--- src/rtl/gate_bist_ctrl.sv ---
// BIST sequencer for a 2-input gate: applies vectors 00..11, samples after a settle time,
// and counts mismatches against TRUTH. Optional first-failure log via GATE_BIST_FAIL_LOG_EN.
module gate_bist_ctrl #(
  parameter int unsigned SETTLE_CYCLES = 2,
  parameter logic [3:0]  TRUTH         = 4'b1000
) (
  input  logic       clk_i,
  input  logic       rst_i,
  input  logic       start_i,
  output logic       gate_a_o,
  output logic       gate_b_o,
  input  logic       gate_out_i,
  output logic       busy_o,
  output logic       done_o,
  output logic       pass_o,
  output logic [2:0] err_count_o,
  output logic [1:0] vec_idx_o,
  output logic [2:0] first_fail_o
);

  typedef enum logic [1:0] {StIdle, StDrive, StCheck, StDone} state_e;

  localparam logic [3:0] CntLast = 4'(SETTLE_CYCLES - 1);

  state_e     state_q, state_d;
  logic [3:0] cnt_q, cnt_d;
  logic [1:0] vec_q, vec_d;
  logic [2:0] err_q, err_d;
  logic       pass_q, pass_d;
  logic       start_run;
  logic       mismatch;

  // start is only honoured when no run is in flight
  assign start_run = start_i && ((state_q == StIdle) || (state_q == StDone));
  assign mismatch  = (state_q == StCheck) && (gate_out_i != TRUTH[vec_q]);

  always_comb begin
    state_d = state_q;
    cnt_d   = cnt_q;
    vec_d   = vec_q;
    err_d   = err_q;
    pass_d  = pass_q;
    unique case (state_q)
      StIdle, StDone: begin
        if (start_run) begin
          state_d = StDrive;
          cnt_d   = 4'd0;
          vec_d   = 2'd0;
          err_d   = 3'd0;
          pass_d  = 1'b0;
        end
      end
      StDrive: begin
        if (cnt_q == CntLast) begin
          state_d = StCheck;
          cnt_d   = 4'd0;
        end else begin
          cnt_d = cnt_q + 4'd1;
        end
      end
      StCheck: begin
        if (mismatch) err_d = err_q + 3'd1;
        if (vec_q == 2'd3) begin
          state_d = StDone;
          pass_d  = (err_d == 3'd0);
        end else begin
          vec_d   = vec_q + 2'd1;
          state_d = StDrive;
        end
      end
      default: state_d = StIdle;
    endcase
  end

  always_ff @(posedge clk_i) begin
    if (rst_i) begin
      state_q <= StIdle;
      cnt_q   <= 4'd0;
      vec_q   <= 2'd0;
      err_q   <= 3'd0;
      pass_q  <= 1'b0;
    end else begin
      state_q <= state_d;
      cnt_q   <= cnt_d;
      vec_q   <= vec_d;
      err_q   <= err_d;
      pass_q  <= pass_d;
    end
  end

  assign busy_o      = (state_q == StDrive) || (state_q == StCheck);
  assign done_o      = (state_q == StDone);
  assign pass_o      = pass_q;
  assign err_count_o = err_q;
  assign vec_idx_o   = vec_q;
  // Gate inputs park at 00 outside a run
  assign gate_a_o    = busy_o & vec_q[1];
  assign gate_b_o    = busy_o & vec_q[0];

`ifdef GATE_BIST_FAIL_LOG_EN
  logic [2:0] ff_q, ff_d;

  always_comb begin
    ff_d = ff_q;
    if (start_run) begin
      ff_d = 3'b000;
    end else if (mismatch && !ff_q[2]) begin
      ff_d = {1'b1, vec_q};
    end
  end

  always_ff @(posedge clk_i) begin
    if (rst_i) begin
      ff_q <= 3'b000;
    end else begin
      ff_q <= ff_d;
    end
  end

  assign first_fail_o = ff_q;
`else
  assign first_fail_o = 3'b000;
`endif

endmodule

--- config.mk ---
export PLATFORM = sky130hd
export DESIGN_NAME = gate_bist_ctrl
export DESIGN_NICKNAME = d
export VERILOG_FILES = /design/src/rtl/gate_bist_ctrl.sv
export SDC_FILE = /design/constraint.sdc
export NUM_CORES = 1
export LEC_CHECK = 0
export ABC_AREA = 1
export CAP_MARGIN = 20
export CORE_UTILIZATION = 48
export CTS_CLUSTER_DIAMETER = 80
export DETAILED_ROUTE_END_ITERATION = 7
export GPL_TIMING_DRIVEN = 0
export PLACE_DENSITY = 0.77
export SYNTH_ARGS = -nofsm -noshare
export SYNTH_HDL_FRONTEND = slang
export SYNTH_SLANG_ARGS = --single-unit
--- constraint.sdc ---
create_clock -name clk_i -period 2 [get_ports clk_i]
set_input_delay 0.3 -clock clk_i [delete_from_list [all_inputs] [get_ports clk_i]]
set_output_delay 0.3 -clock clk_i [all_outputs]
set_load 0.005 [all_outputs]
==> metrics.log, run 1 <==
[metrics] power per cell area: 946 nW/µm²
[metrics] post-synthesis cell type count: 22
[metrics] first drt pass iteration count: 4
[metrics] post-synthesis register bit count: 12
[metrics] synthesized cell area: 763 µm²
[metrics] setup repair after global routing missed its margin: false
[metrics] share of cells above drive strength 1: 0.131
[metrics] kind of cell with the highest combined delay on the critical path: buffers and inverters
[metrics] type of the most critical hold path: input port to register
[metrics] via total after detailed routing: 698
[metrics] count of cells along the worst register-to-register path: 9
[metrics] Hold Vio Cnt, Final: 0
[metrics] endpoint kind of the worst setup timing path: output port
[metrics] number of sinks on the clock net: 12
[metrics] run status: finished clean
[metrics] hold-critical path depth: 2
[metrics] sequential cell area fraction in the yosys report: 0.315
[metrics] CTS Buffer Depth: 2
[metrics] total routing resource utilization after global routing: 0.183
[metrics] dpl hpwl: 1.08 mm
[metrics] maximum number of pins on one net before global-route repair: 9
[metrics] portion of synthesized cell area occupied by the leading cell type: 0.315
[metrics] top cells by area, synth: dfxtp_1, ha_1, nand2_1, inv_1, nor2_1
[metrics] type of origin of the critical path: register
[metrics] cells traversed along the worst timing path: inv_1 > ha_4 > nor2_1 > clkdlybuf4s50_1
[metrics] Die Span X: 41.9 µm
[metrics] Ports: 17
[metrics] Synthesis Warnings: 0
[metrics] n_diodes: 0
[metrics] Final Skew: 0.00200 ns
[metrics] maximum operating frequency: 0.526 GHz
[metrics] Filler cells: 120
[metrics] number of DRC markers after the initial detailed-route iteration: 16
[metrics] global route total overflow: 0
[metrics] count of final setup violators: 0
[metrics] library cell contributing the largest single delay on the critical path: clkdlybuf4s50_1
[metrics] TritonCTS clock tree: done
[metrics] wire length of the first global-routing pass: 2.43 mm
[metrics] layout-stage area growth over the synthesis result: 26.9%
[metrics] type of the worst setup path: register to output port
[metrics] Remaining DRCs: 0
[metrics] largest area contributor in the netlist: dfxtp_1
[metrics] number of instances in the placed design: 141
[metrics] via count of the first global-routing pass: 604
[metrics] core box area: 1490 µm²
[metrics] ratio of routed vias to standard cells: 4.78
[metrics] total CTS buffers: 3
[metrics] overall die height: 41.9 µm
[metrics] routability congestion estimate from global placement: 0.776
[metrics] Wirelength per Cell: 9.86 µm
[metrics] WP buf/inv: 2
[metrics] Clock Latency Late Sink: 0.28 ns
[metrics] worst vdd ir: 772 µV
[metrics] Crit Reg-Reg Startpoint: state_q[0]
[metrics] number of H-tree levels: 1
[metrics] Gate Count Post-Synth: 111
[metrics] arrival time reported for the critical path endpoint: 1.60 ns
[metrics] worst min-delay path endpoint: cnt_q[1]
[metrics] filler-free cell count of the finished design: 146
[metrics] min Tclk post-route: 1.90 ns
[metrics] part of the cycle the worst path needs: 0.951
[metrics] cell leakage power: 0.423 nW
[metrics] register-to-register setup slack: 0.44 ns
[metrics] CTS clock-pin slew for the worst setup and hold paths: 0.08 ns
[metrics] number of pins with negative max-slew slack in the final report: 0
[metrics] Max Cap Viol: 0
[metrics] Site Rows: 14
[metrics] Worst Path Required: 1.70 ns
[metrics] number of antenna violations at the first check in global routing: 0
[metrics] mean area per synthesized cell: 6.88 µm²
[metrics] TNS Setup: 0 ns
[metrics] total stage count of the critical path: 4
[metrics] clock root cell: clkbuf_4
[metrics] capturing point of the worst reg2reg path: pass_o
[metrics] delay of the slowest cell on the worst path: 0.51 ns
[metrics] total routed wirelength: 1.44 mm
[metrics] Buffers on Ports: 12
[metrics] antenna-violating nets left: 0
[metrics] biggest fanout along the worst timing path: 5
[metrics] count of nets after finishing: 143
[metrics] start point of the worst hold path: rst_i
[metrics] effective utilization at floorplan: 0.513
[metrics] die area: 1750 µm²
## area by class of cell
cell class | instances | area, µm² | area share
clock buffer | 4 | 36.3 | 0.0375
sequential | 12 | 241 | 0.249
buffer | 4 | 26.3 | 0.0271
inverter | 18 | 67.6 | 0.0698
tap | 16 | 20.0 | 0.0207
timing repair buffer | 13 | 128 | 0.132
multi-input combinational | 79 | 449 | 0.464
## state kept, by name (all words and copies together) (netlist names)
signal       count
cnt_q            4
state_q          2
err_count_o      3
vec_idx_o        2
pass_o           1
## what timing repair did
item                       in CTS  in global routing
buffers inserted                0                  1
hold buffers                    0                  0
setup endpoints to repair       3                  3
gates resized for setup         2                  1
## through the flow
stage          cell area, µm²  total power, mW  utilization  worst slack [ns]  hold slack [ns]
2_1_floorplan             771            0.581            -             0.508            0.470
3_3_place_gp              911            0.674        0.612             0.253            0.466
3_5_place_dp              911            0.678        0.612             0.199            0.490
4_1_cts                   951            0.886        0.639            0.0183            0.362
5_1_grt                   968            0.987        0.650            0.0102            0.369
6_report                  968            0.916        0.650            0.0988            0.368
## layout by cell type (no fill, tap or decap)
master,n
nand2_1,24
inv_1,15
nor2_1,12
clkdlybuf4s50_1,12
dfxtp_1,11
a21oi_1,8
ha_1,7
nand3_1,6
o21ai_0,4
buf_4,4
inv_2,3
conb_1,3
clkbuf_4,3
nand4_1,2
nor2_2,2
nor3_1,2
xor2_1,2
nor2_4,1
o21ai_2,1
buf_1,1
xnor2_1,1
or2_0,1
o21ai_1,1
o211ai_1,1
ha_4,1
clkbuf_8,1
dfxtp_2,1
## power breakdown
part / switching (mW) / internal [mW] / leakage, nW / total, mW
clock network: 0.0871 / 0.111 / 0.0210 / 0.198
logic: 0.244 / 0.172 / 0.304 / 0.416
registers: 0.0316 / 0.271 / 0.0974 / 0.302
## cell families after synthesis
| group | Yosys count | synth area share |
|---|---|---|
| AO/OA/AOI/OAI | 15 | 0.107 |
| XOR/XNOR | 3 | 0.0344 |
| adder cells (fa/ha/maj) | 8 | 0.131 |
| buffers and inverters | 22 | 0.123 |
| flip-flops | 12 | 0.315 |
| other | 1 | 0.00491 |
| AND/OR/NAND/NOR | 50 | 0.285 |
## layer usage
metal  routed length (µm)  track usage
met5                    0            0
met4                   31       0.0968
met3                   95       0.0696
met2                  610        0.275
met1                  701        0.227
## Yosys cell counts (all sizes together)
cell type	number
or2	1
buf	4
nand2	24
o211ai	1
o21ai	6
inv	18
xnor2	1
nor2	15
a21oi	8
dfxtp	12
ha	8
nor3	2
conb	1
xor2	2
nand3	6
nand4	2
## how the worst max path moves through the flow
| stage | start | to | slack (ns) |
|---|---|---|---|
| finish | state_q[0] | gate_a_o | 0.1 |
| global route | state_q[0] | gate_a_o | 0.01 |
| CTS | state_q[0] | gate_a_o | 0.02 |
| detailed placement | state_q[0] | gate_a_o | 0.20 |
| global placement | state_q[0] | gate_b_o | 0.25 |
| floorplan | state_q[0] | cnt_q[0] | 0.51 |
## worst reg2reg max path, stage by stage, from the launching register on
cell     delay, ns
dfxtp_2       0.35
inv_1         0.08
ha_4          0.27
inv_2         0.09
nor2_4        0.05
nor2_1        0.25
nand2_1       0.09
nor2_1        0.12
nand3_1       0.08
a21oi_1       0.11
Power figures use the tool's default switching activity.
==> inputs of run 2 (changes only) <==
- CORE_UTILIZATION: 48 -> 50
- PLACE_DENSITY: 0.77 -> 0.79
- SLEW_MARGIN: not set -> 20
- clock period: 2 -> 2.4 ns (I/O delays scaled with it)
==> run 2 against run 1 <==
Clock skew is 0.0022 ns higher. Setup slack improved by 0.18 ns. Utilization is 4.2 points higher. Clock power shrank 17%. Wire length fell by 0.83%. Flip-flop and latch count is the same. Final area shrank 2.3%.
==> metrics.log, run 2 (synthesis results as in run 1) <==
[metrics] Die Span X: 41.1 µm
[metrics] via count of the first global-routing pass: 545
[metrics] run status: finished clean
[metrics] Buffers on Ports: 12
[metrics] clock root cell: clkbuf_4
[metrics] largest reg by FF count: cnt_q
[metrics] first drt pass iteration count: 4
[metrics] n_diodes: 0
[metrics] total routed wirelength: 1.43 mm
[metrics] maximum operating frequency: 0.471 GHz
[metrics] total routing resource utilization after global routing: 0.210
[metrics] count of final setup violators: 0
[metrics] number of H-tree levels: 1
[metrics] Hold Vio Cnt, Final: 0
[metrics] number of DRC markers after the initial detailed-route iteration: 9
[metrics] overall power after layout: 0.728 mW
[metrics] Final Skew: 0.00424 ns
[metrics] met1 layer wirelength in the final routing: 686 µm
[metrics] Max Cap Viol: 0
[metrics] total CTS buffers: 3
[metrics] setup repair after global routing missed its margin: false
[metrics] via total after detailed routing: 695
[metrics] number of pins with negative max-slew slack in the final report: 0
[metrics] CTS clock-pin slew for the worst setup and hold paths: 0.08 ns
[metrics] die area: 1690 µm²
[metrics] Ports: 17
[metrics] effective utilization at floorplan: 0.559
[metrics] power per cell area: 769 nW/µm²
[metrics] Site Rows: 13
[metrics] dpl hpwl: 1.12 mm
[metrics] layout-stage area growth over the synthesis result: 23.9%
[metrics] cell leakage power: 0.417 nW
[metrics] worst vdd ir: 691 µV
[metrics] Wirelength per Cell: 9.91 µm
[metrics] worst hold slack after final layout: 0.435 ns
[metrics] antenna-violating nets left: 0
[metrics] number of sinks on the clock net: 12
[metrics] type of origin of the critical path: register
[metrics] TNS Setup: 0 ns
[metrics] type of the most critical hold path: input port to register
[metrics] number of gates given a new drive strength after cts: 0
[metrics] part of the cycle the worst path needs: 0.884
[metrics] routed wl met3: 59 µm
[metrics] type of the worst setup path: register to output port
[metrics] routability congestion estimate from global placement: 0.804
[metrics] maximum number of pins on one net before global-route repair: 9
[metrics] ratio of routed vias to standard cells: 4.83
[metrics] core box area: 1370 µm²
[metrics] endpoint kind of the worst setup timing path: output port
[metrics] wire length of the first global-routing pass: 2.21 mm
[metrics] number of flip-flops in the largest register: 4
[metrics] most common cell after layout, fill and taps aside: nand2_1
[metrics] Remaining DRCs: 0
[metrics] arrival time reported for the critical path endpoint: 1.76 ns
[metrics] TritonCTS clock tree: done
[metrics] most used cells in the layout excluding fill and tap cells: nand2_1, inv_1, nor2_1, dfxtp_1, clkdlybuf4s50_1
[metrics] post-CTS repair timing setup buffer count: 0
[metrics] min Tclk post-route: 2.12 ns
[metrics] highest metal layer with signal wires: met4
[metrics] number of antenna violations at the first check in global routing: 0
[metrics] Clock Latency Late Sink: 0.28 ns
[metrics] CTS Buffer Depth: 2
[metrics] Worst Path Required: 2.04 ns
[metrics] global route total overflow: 0
[metrics] overall die height: 41.1 µm
[metrics] Routed met2 length: 656 µm
[metrics] count of nets after finishing: 142
[metrics] biggest fanout along the worst timing path: 5
[metrics] number of buffers inserted for hold repair after clock tree synthesis: 0
[metrics] share of cells above drive strength 1: 0.109
==> run 2: cell types whose count changed in the layout (fill, tap and decap cells not counted) <==
cell     change
buf_4        -1
dfxtp_1      +1
dfxtp_2      -1
ha_1         +1
ha_4         -1
==> run 2: metrics by stage <==
step	std cells	setup WS, ns	utilization	instance area (µm²)
after floorplan	113	0.908	-	771
after global placement	140	0.576	0.666	910
after detailed placement	140	0.559	0.666	910
after CTS	144	0.260	0.692	946
after global routing	144	0.143	0.692	946
final	144	0.277	0.692	946
==> run 2: worst max-delay path: stages, from the launching register on <==
cell,delay (ns)
dfxtp_1,0.38
inv_1,0.08
ha_1,0.39
inv_2,0.13
clkdlybuf4s50_1,0.50
==> run 2: worst paths after layout <==
kind	slack, ns	to	depth (start not counted)	start
worst max-delay path	0.28	busy_o	4	state_q[0]
worst min-delay path	0.43	cnt_q[1]	2	rst_i
worst max register to register	0.66	pass_o	9	state_q[0]
worst min register to register	0.48	pass_o	2	pass_o
==> run 2: where the power goes <==
part	internal, mW	switching (mW)	total (mW)	leakage [nW]
registers	0.224	0.0252	0.249	0.0972
logic	0.118	0.196	0.314	0.299
clock network	0.0923	0.0723	0.165	0.0210
total	0.434	0.294	0.728	0.417
==> run 2: layout make-up <==
class                           count  area [µm²]
Inverter                           18        67.6
Multi-Input combinational cell     79         437
Sequential cell                    12         240
Tap cell                           15        18.8
Timing Repair Buffer               12         120
Fill cell                         127         420
Clock buffer                        4        36.3
Buffer                              4        26.3
==> run 2: layer usage <==
layer | up-vias | GRT usage
li1 | 377 | -
met1 | 300 | 0.244
met2 | 14 | 0.344
met3 | 4 | 0.0652
met4 | 0 | 0.100
met5 | - | 0
==> inputs of run 3 (changes only) <==
- GPL_ROUTABILITY_DRIVEN: not set -> 0
==> results of run 3 <==
The final DEF is identical to that of run 2; final timing and power are the same.
